===== src/rtl/rll_key_pkg.sv =====
// Shared definitions for the serial key loader: FSM state type and
// default key width / inter-bit timeout.
package rll_key_pkg;

   localparam int KEY_W_DEF   = 16;
   localparam int TIMEOUT_DEF = 255;

   typedef enum logic [2:0] {
      ST_IDLE   = 3'd0,
      ST_SHIFT  = 3'd1,
      ST_CHECK  = 3'd2,
      ST_LOADED = 3'd3,
      ST_ERROR  = 3'd4
   } rll_state_t;

endpackage


===== src/rtl/rll_key_shreg.sv =====
// Serial key shadow register: bits arrive LSB first and enter at the MSB
// end, so after KEY_W+1 shifts the key sits in [KEY_W-1:0] and the parity
// bit in [KEY_W]. The odd-parity flag covers all KEY_W+1 bits.
module rll_key_shreg
   import rll_key_pkg::*;
#(
   parameter int KEY_W = KEY_W_DEF
) (
   input  logic             i_clk,
   input  logic             i_rst,
   input  logic             i_clr,
   input  logic             i_shift,
   input  logic             i_bit,
   output logic [KEY_W-1:0] o_key,
   output logic             o_parity_err
);

   logic [KEY_W:0] r_shadow;

   // Shadow register: cleared at the start of each load, shifted per transfer.
   always_ff @(posedge i_clk or posedge i_rst) begin
      if (i_rst) begin
         r_shadow <= '0;
      end else if (i_clr) begin
         r_shadow <= '0;
      end else if (i_shift) begin
         r_shadow <= {i_bit, r_shadow[KEY_W:1]};
      end
   end

   assign o_key        = r_shadow[KEY_W-1:0];
   assign o_parity_err = ^r_shadow;

endmodule


===== src/rtl/rll_key_loader.sv =====
// Serial key loader for a logic-locked netlist. Receives KEY_W key bits plus
// one even-parity bit, checks parity, and only then presents the key on
// o_key_out; every other state drives an all-zero key.
//
// state     | meaning
// ----------+------------------------------------------------------------
// ST_IDLE   | waiting for i_start, key_out held at zero
// ST_SHIFT  | accepting serial bits, inter-bit timeout running
// ST_CHECK  | one cycle, parity of the full shadow register evaluated
// ST_LOADED | parity good, key_out drives the key, key_valid high
// ST_ERROR  | parity bad or timeout, err high, key_out zero
module rll_key_loader
   import rll_key_pkg::*;
#(
   parameter int KEY_W   = KEY_W_DEF,
   parameter int TIMEOUT = TIMEOUT_DEF
) (
   input  logic             i_clk,
   input  logic             i_rst,
   input  logic             i_start,
   input  logic             i_key_bit,
   input  logic             i_key_bit_valid,
   output logic             o_key_bit_ready,
   output logic [KEY_W-1:0] o_key_out,
   output logic             o_key_valid,
   output logic             o_busy,
   output logic             o_err
);

   localparam int CNT_W = $clog2(KEY_W + 2);
   localparam int TMO_W = $clog2(TIMEOUT + 1);
   // The transfer seen while the count equals KEY_W is the parity bit.
   localparam logic [CNT_W-1:0] CNT_LAST = CNT_W'(KEY_W);
   // An idle cycle seen at TIMEOUT-1 brings the count to TIMEOUT.
   localparam logic [TMO_W-1:0] TMO_LAST = TMO_W'(TIMEOUT - 1);

   rll_state_t       r_state;
   logic [CNT_W-1:0] r_cnt;
   logic [TMO_W-1:0] r_tmo;
   logic [KEY_W-1:0] r_key_out;
   logic             r_key_valid;
   logic             r_busy;
   logic             r_err;
   logic             r_ready;

   logic             w_xfer;
   logic             w_load_start;
   logic [KEY_W-1:0] w_shadow_key;
   logic             w_parity_err;

   // r_ready is high exactly in ST_SHIFT, so it doubles as the state qualifier.
   assign w_xfer       = r_ready & i_key_bit_valid;
   assign w_load_start = i_start & ((r_state == ST_IDLE) ||
                                    (r_state == ST_LOADED) ||
                                    (r_state == ST_ERROR));

   rll_key_shreg #(
      .KEY_W (KEY_W)
   ) u_shreg (
      .i_clk        (i_clk),
      .i_rst        (i_rst),
      .i_clr        (w_load_start),
      .i_shift      (w_xfer),
      .i_bit        (i_key_bit),
      .o_key        (w_shadow_key),
      .o_parity_err (w_parity_err)
   );

   // Sequencing FSM with bit/timeout counters and registered outputs.
   always_ff @(posedge i_clk or posedge i_rst) begin
      if (i_rst) begin
         r_state     <= ST_IDLE;
         r_cnt       <= '0;
         r_tmo       <= '0;
         r_key_out   <= '0;
         r_key_valid <= 1'b0;
         r_busy      <= 1'b0;
         r_err       <= 1'b0;
         r_ready     <= 1'b0;
      end else begin
         case (r_state)
            ST_IDLE, ST_LOADED, ST_ERROR: begin
               if (i_start) begin
                  r_state     <= ST_SHIFT;
                  r_cnt       <= '0;
                  r_tmo       <= '0;
                  r_key_out   <= '0;
                  r_key_valid <= 1'b0;
                  r_err       <= 1'b0;
                  r_busy      <= 1'b1;
                  r_ready     <= 1'b1;
               end
            end
            ST_SHIFT: begin
               if (w_xfer) begin
                  r_tmo <= '0;
                  r_cnt <= r_cnt + CNT_W'(1);
                  if (r_cnt == CNT_LAST) begin
                     r_state <= ST_CHECK;
                     r_ready <= 1'b0;
                  end
               end else begin
                  r_tmo <= r_tmo + TMO_W'(1);
                  if (r_tmo == TMO_LAST) begin
                     r_state <= ST_ERROR;
                     r_err   <= 1'b1;
                     r_busy  <= 1'b0;
                     r_ready <= 1'b0;
                  end
               end
            end
            ST_CHECK: begin
               r_busy <= 1'b0;
               if (w_parity_err) begin
                  r_state <= ST_ERROR;
                  r_err   <= 1'b1;
               end else begin
                  r_state     <= ST_LOADED;
                  r_key_out   <= w_shadow_key;
                  r_key_valid <= 1'b1;
               end
            end
            default: begin
               r_state <= ST_IDLE;
               r_busy  <= 1'b0;
               r_ready <= 1'b0;
            end
         endcase
      end
   end

   assign o_key_bit_ready = r_ready;
   assign o_key_out       = r_key_out;
   assign o_key_valid     = r_key_valid;
   assign o_busy          = r_busy;
   assign o_err           = r_err;

endmodule


===== config.mk =====
export PLATFORM = sky130hd
export DESIGN_NAME = rll_key_loader
export DESIGN_NICKNAME = d
export VERILOG_FILES = /design/src/rtl/rll_key_pkg.sv /design/src/rtl/rll_key_shreg.sv /design/src/rtl/rll_key_loader.sv
export SDC_FILE = /design/constraint.sdc
export NUM_CORES = 1
export LEC_CHECK = 0
export CORE_AREA = 3 3 65 79
export DETAILED_ROUTE_END_ITERATION = 7
export DIE_AREA = 0 0 68 82
export GPL_ROUTABILITY_DRIVEN = 0
export PLACE_DENSITY = 0.82
export SETUP_SLACK_MARGIN = 0.2
export SLEW_MARGIN = 20
export SYNTH_ARGS = -nofsm -noshare
export SYNTH_HDL_FRONTEND = slang
export SYNTH_HIERARCHICAL = 1
export SYNTH_SLANG_ARGS = --single-unit

===== constraint.sdc =====
create_clock -name i_clk -period 5.05 [get_ports i_clk]
set_clock_uncertainty 0.15 [all_clocks]
set_input_delay 1.515 -clock i_clk [delete_from_list [all_inputs] [get_ports i_clk]]
set_output_delay 1.515 -clock i_clk [all_outputs]
set_load 0.05 [all_outputs]

==> results of run 1 <==
==> state kept, by name, summed over array words and instances, names as in the netlist <==
name	cells
o_busy	1
o_err	1
o_key_bit_ready	1
o_key_out	16
o_key_valid	1
r_cnt	5
r_state	3
r_tmo	8
u_shreg/r_shadow	17
==> metrics by stage <==
| stage | cells | utilization | power, mW | worst slack [ps] | hold slack, ps |
|---|---|---|---|---|---|
| after global routing | 310 | 0.646 | 1.45 | 1550 | 371 |
| after global placement | 303 | 0.625 | 1.11 | 1490 | 333 |
| final | 310 | 0.646 | 1.36 | 1740 | 350 |
| after floorplan | 244 | - | 1.04 | 2240 | 324 |
| after detailed placement | 303 | 0.625 | 1.12 | 1450 | 334 |
| after CTS | 310 | 0.645 | 1.36 | 1770 | 353 |
==> worst max-delay path, cell delays in order <==
cell             delay [ps]
clkdlybuf4s50_1         450
nand2_1                 110
inv_2                   480
nand4_1                 260
a311oi_1                410
a31o_2                  160
==> layer usage <==
layer	global-route usage	wire length, µm
met5	0	0
met1	0.274	2200
met3	0.0438	87
met4	0.0795	57
met2	0.324	2590
==> power by group through the flow <==
stage / sequential [mW] / combinational, mW / clock, mW
after floorplan: 0.597 / 0.441 / 0
after global placement: 0.589 / 0.523 / 0
after detailed placement: 0.593 / 0.528 / 0
after CTS: 0.585 / 0.531 / 0.240
after global routing: 0.600 / 0.596 / 0.258
final: 0.587 / 0.536 / 0.234
==> placed cells by master (no fill, tap or decap), types with 2 or more instances in the layout <==
cell type	Yosys	routed
clkdlybuf4s50_1	0	24
a22o_1	16	16
and3_1	2	2
nor2b_1	2	2
clkbuf_8	1	6
xnor2_1	12	12
nor3_1	2	2
o21ai_0	12	12
or4_1	3	3
inv_1	8	8
nor2_1	22	22
nand3_1	9	9
nand2b_1	2	2
mux2i_1	17	17
dfrtp_1	53	53
nand4_1	3	3
a21o_2	2	2
nand2_1	11	11
a21oi_1	5	5
o211ai_1	4	4
nor3b_4	2	3
o31ai_1	3	3
or3_1	2	2
ha_1	4	4
xor2_1	2	2
==> logic make-up after synthesis <==
| family | Yosys count | synth area share |
|---|---|---|
| simple gates | 69 | 0.143 |
| flops | 53 | 0.494 |
| compound gates | 51 | 0.141 |
| buf+inv | 34 | 0.0793 |
| mux | 17 | 0.0634 |
| xor+xnor | 16 | 0.0601 |
| fa+ha+maj | 4 | 0.0186 |
==> layout make-up <==
type	instances	area [µm²]
multi-input cells	157	1150
flip-flops and latches	53	1330
clock buffers	7	86.3
fillers	364	1600
repair buffers	25	248
inverters	10	40.0
well taps	58	72.6
==> worst max-delay path by stage <==
stage / start / endpoint / slack, ps / cells past startpoint
floorplan: i_start / u_shreg/r_shadow[10]$_DFFE_PP0P_ / 2240 / 6
global placement: i_start / r_cnt[3]$_DFFE_PP0P_ / 1490 / 6
detailed placement: i_start / r_cnt[4]$_DFFE_PP0P_ / 1450 / 6
CTS: i_key_bit_valid / r_state[2]$_DFFE_PP0P_ / 1770 / 6
global route: i_key_bit_valid / r_state[2]$_DFFE_PP0P_ / 1550 / 6
finish: i_key_bit_valid / r_state[2]$_DFFE_PP0P_ / 1740 / 6
==> cells in the mapped netlist (2+ instances only) <==
library cell | count | area share
a21o_2 | 2 | 0.0065
a21oi_1 | 5 | 0.0093
a22o_1 | 16 | 0.052
and3_1 | 2 | 0.0047
buf_2 | 4 | 0.0075
buf_4 | 16 | 0.045
clkbuf_1 | 2 | 0.0028
dfrtp_1 | 53 | 0.49
ha_1 | 4 | 0.019
inv_1 | 8 | 0.011
mux2i_1 | 17 | 0.063
nand2_1 | 11 | 0.015
nand2b_1 | 2 | 0.0047
nand3_1 | 9 | 0.017
nand4_1 | 3 | 0.0070
nor2_1 | 22 | 0.031
nor2b_1 | 2 | 0.0047
nor3_1 | 2 | 0.0037
nor3b_4 | 2 | 0.014
o211ai_1 | 4 | 0.011
o21ai_0 | 12 | 0.022
o31ai_1 | 3 | 0.0084
or3_1 | 2 | 0.0047
or4_1 | 3 | 0.0084
xnor2_1 | 12 | 0.039
xor2_1 | 2 | 0.0065
==> flow_summary.ini, run 1 <==
[outcome]
outcome = complete, no violations

[min_path]
hold_depth = 1
holdPathEnd = o_err$_DFFE_PP0P_
min_path_type = flip-flop to flip-flop
hold_start = o_err$_DFFE_PP0P_

[clock_network]
clk_path_buf_depth = 2
root_buffer = clkbuf_8
path_clk_slew_ps = 80
cts_buffers = 5
cts.sinks = 53
post_cts_buffers = 0
cts_max_level = 2
insertion_delay_ps = 300
hold_buffers = 0
cts_resized = 0
cts_tree = built

[power_and_ir_drop]
seq_power_share = 0.432
clock_power_share = 0.173
p_sw_uw = 527
p_int_uw = 830
power_density_nw_per_um2 = 464
leakage_nw = 1.35
combPwrFrac = 0.395
peakVddDrop_uv = 280
sw_frac_of_total = 0.388

[grt]
grt_first_pass_wirelength_um = 8560
grt-ovfl-total = 0
antenna_found_initial = 0
grt_usage = 0.205
grt_max_degree = 37
grt_pass1_vias = 1797

[route]
drc = 0
via_per_inst = 5.75
totalWireLength_um = 4940
ant_nets = 0
drtPass1Iterations = 4
avgRoutedWirePerCell_um = 15.9
route.vias.total = 1782
drt_iter0_drc = 127

[place]
dp_hpwl_um = 3460
portBuffers = 24
postPlaceCellArea_um2 = 2830

[worst_setup_path]
r2r_slack_ps = 2310
end_kind = flip-flop
arrival_ps = 3400
startpoint_type = input port
crit_required_ps = 5140
worst-r2r-cell-count = 7
path_max_fanout = 26
worstReg2RegEnd = o_key_out[3]$_DFFE_PP0P_
path_class = input port to flip-flop
worst_r2r_startpoint = u_shreg/r_shadow[1]$_DFFE_PP0P_

[timing]
fmax_ghz = 0.302
worstMarginPinSlew_ps = 783
rsz0062_at_grt = false
fin_crit_ps = 3310
relSlewSlack = 0.478
fin_tns_setup_ps = 0
hold_violations = 0
final-setup-viol-count = 0
fin_crit_sh = 0.655
slew_viol_final = 0

[logic_synthesis]
yosysWarningCount = 6
postSynthAreaPerCell_um2 = 11.0
ys_ff_latch = 53
synth_edf_count = 0
synth_area_um2 = 2680
synthesis.instances = 244
seq_area_frac_synth = 0.494
synth_flop_cell = dfrtp_1
async_flop_share = 1.00
syn_nets = 253
ys_types = 50

[run]
cap_violations = 0

[die]
ios = 25
dieArea_um2 = 5580
row_count = 27
core_um2 = 4530
initial_core_util = 0.593
die_w_um = 68
die_h_um = 82

[final_layout]
antenna_cells = 0
design_area_um2 = 2920
layout-drive-gt1-share = 0.0873
finalNetCount = 261
syn_to_final_growth_pct = 8.95
(Power assumes the default switching activity.)
==> run 2, diff against run 1 <==
--- a/config.mk
+++ b/config.mk
@@ -5,11 +5,11 @@
 export SDC_FILE = /design/constraint.sdc
 export NUM_CORES = 1
 export LEC_CHECK = 0
-export CORE_AREA = 3 3 65 79
+export CORE_AREA = 3 3 71 86
 export DETAILED_ROUTE_END_ITERATION = 7
-export DIE_AREA = 0 0 68 82
+export DIE_AREA = 0 0 74 89
 export GPL_ROUTABILITY_DRIVEN = 0
-export PLACE_DENSITY = 0.82
+export PLACE_DENSITY = 0.73
 export SETUP_SLACK_MARGIN = 0.2
 export SLEW_MARGIN = 20
 export SYNTH_ARGS = -nofsm -noshare
==> constraint.sdc (replaced) <==
create_clock -name i_clk -period 2.7 [get_ports i_clk]
set_clock_uncertainty 0.15 [all_clocks]
set_input_delay 0.81 -clock i_clk [delete_from_list [all_inputs] [get_ports i_clk]]
set_output_delay 0.81 -clock i_clk [all_outputs]
set_load 0.05 [all_outputs]
==> flow_summary.ini, run 2 (synthesized netlist as in run 1, its figures left out) <==
[final_layout]
regArea_um2 = 1330
top_register = u_shreg/r_shadow
layout_commonest_cell = dfrtp_1
syn_to_final_growth_pct = 18.1
finalNetCount = 278
layout-drive-gt1-share = 0.189
antenna_cells = 0
multi_input_area_um2 = 1200
nFillCells = 442
final_cell_mix = 51 x dfrtp_1, 22 x nor2_1, 19 x clkdlybuf4s50_1, 17 x mux2i_1
largest_reg_flops = 17

[outcome]
outcome = complete, no violations

[clock_network]
cts.sinks = 53
root_buffer = clkbuf_8
insertion_delay_ps = 300
path_clk_slew_ps = 90
cts_max_level = 2
cts_buffers = 5
cts_tree = built
clk_path_buf_depth = 2
hold_buffers = 0

[route]
drc = 0
drt_iter0_drc = 122
totalWireLength_um = 5140
via_per_inst = 5.52
drtPass1Iterations = 4
route.vias.total = 1831
avgRoutedWirePerCell_um = 15.5
ant_nets = 0

[worst_setup_path]
startpoint_type = flip-flop
arrival_ps = 2520
cp_cell_sequence = xnor2_2, xnor2_2, xnor3_1, xnor2_2, buf_4, nor2b_2, a22oi_2, a311oi_2, a31o_2
slowest_delay_ps = 460
end_kind = flip-flop
r2r_slack_ps = 220
crit_required_ps = 2750
crit_path_frequent_cell = xnor2_2
worst-r2r-cell-count = 9
worstReg2RegEnd = r_state[2]$_DFFE_PP0P_
path_class = flip-flop to flip-flop
path_max_fanout = 3
worst_r2r_startpoint = u_shreg/r_shadow[3]$_DFFE_PP0P_
crit_start = u_shreg/r_shadow[3]$_DFFE_PP0P_
crit_slowest_cell = xnor3_1

[die]
core_um2 = 5330
row_count = 29
die_w_um = 74
die_h_um = 89
ios = 25
dieArea_um2 = 6590
initial_core_util = 0.503

[timing]
slew_viol_final = 0
rsz0062_at_grt = true
fmax_ghz = 0.404
relSlewSlack = 0.560
worstMarginPinSlew_ps = 659
fin_tns_setup_ps = 0
final-setup-viol-count = 0
hold_violations = 0
fin_crit_sh = 0.917
fin_crit_ps = 2480

[grt]
grt-ovfl-total = 0
grt_usage = 0.174
antenna_found_initial = 0
grt_max_degree = 37
grt_pass1_vias = 1870
grt_first_pass_wirelength_um = 8850

[power_and_ir_drop]
combPwrFrac = 0.453
p_int_mw = 1.92
p_sw_mw = 1.09
finalPower_mw = 3.01
sw_frac_of_total = 0.363
leakage_nw = 1.55
peakVddDrop_uv = 528
power_density_nw_per_um2 = 949
clock_power_share = 0.185
seq_power_share = 0.362

[min_path]
hold_depth = 1
hold_start = o_err$_DFFE_PP0P_
holdPathEnd = o_err$_DFFE_PP0P_
min_path_type = flip-flop to flip-flop

[run]
cap_violations = 0

[place]
portBuffers = 24
dp_hpwl_um = 3520
==> run 2: worst max-delay path, delay by kind of cell, from the launching register on <==
family,cells,cell delay [ps]
AOI/OAI and AO/OA,3,470
DFF,1,440
and+or+nand+nor,1,160
buffers and inverters,1,140
xor gates and xnor gates,4,1020
==> run 2: per-stage QoR <==
stage / utilization / hold slack [ps] / area [µm²] / instances / setup slack [ps]
after floorplan: - / 324 / 2680 / 244 / 444
after CTS: 0.579 / 347 / 3090 / 329 / 181
after global placement: 0.551 / 321 / 2940 / 321 / 52.2
after global routing: 0.594 / 373 / 3170 / 332 / 145
final: 0.594 / 341 / 3170 / 332 / 224
after detailed placement: 0.551 / 325 / 2940 / 321 / -3.33
==> run 2: metal layers <==
layer,GRT usage,routed length [µm]
met1,0.214,2320
met2,0.305,2640
met5,0,0
met3,0.0371,129
met4,0.0544,57
==> run 2: power by group through the flow <==
stage / Combinational (mW) / Clock (mW) / Sequential, mW
global placement: 1.13 / 0 / 1.09
CTS: 1.22 / 0.577 / 1.08
global route: 1.48 / 0.611 / 1.11
finish: 1.36 / 0.557 / 1.09
detailed placement: 1.15 / 0 / 1.09
floorplan: 0.824 / 0 / 1.12
==> run 2: worst max-delay path by stage <==
stage	to	slack (ps)	cells after the start
floorplan	o_key_out[0]$_DFFE_PP0P_	440	8
global placement	o_key_out[9]$_DFFE_PP0P_	50	6
detailed placement	o_key_out[8]$_DFFE_PP0P_	-3	6
CTS	r_state[2]$_DFFE_PP0P_	180	9
global route	r_state[2]$_DFFE_PP0P_	150	9
finish	r_state[2]$_DFFE_PP0P_	220	9
==> run 2: repair_timing <==
item / CTS / global route
endpoints found under the setup margin: 20 / 23
buffers inserted: 0 / 3
cloned: 0 / 0
gates resized for setup: 5 / 12
pin swaps: 0 / 5
endpoints found under the hold margin: 0 / 0
==> run 2: cell type report <==
class                   count  share of cell area
repair buffers             42               0.126
well taps                  62              0.0245
clock buffers               6              0.0261
multi-input cells         157               0.379
clock inverters             2              0.0118
flip-flops and latches     53               0.419
inverters                  10              0.0126
==> run 3, diff against run 2 <==
--- a/config.mk
+++ b/config.mk
@@ -5,7 +5,9 @@
 export SDC_FILE = /design/constraint.sdc
 export NUM_CORES = 1
 export LEC_CHECK = 0
+export ABC_CLOCK_PERIOD_IN_PS = 2700
 export CORE_AREA = 3 3 71 86
+export CTS_CLUSTER_SIZE = 8
 export DETAILED_ROUTE_END_ITERATION = 7
 export DIE_AREA = 0 0 74 89
 export GPL_ROUTABILITY_DRIVEN = 0
==> results of run 3 <==
Same layout as run 2: the final DEF is identical, and so are final timing and power.
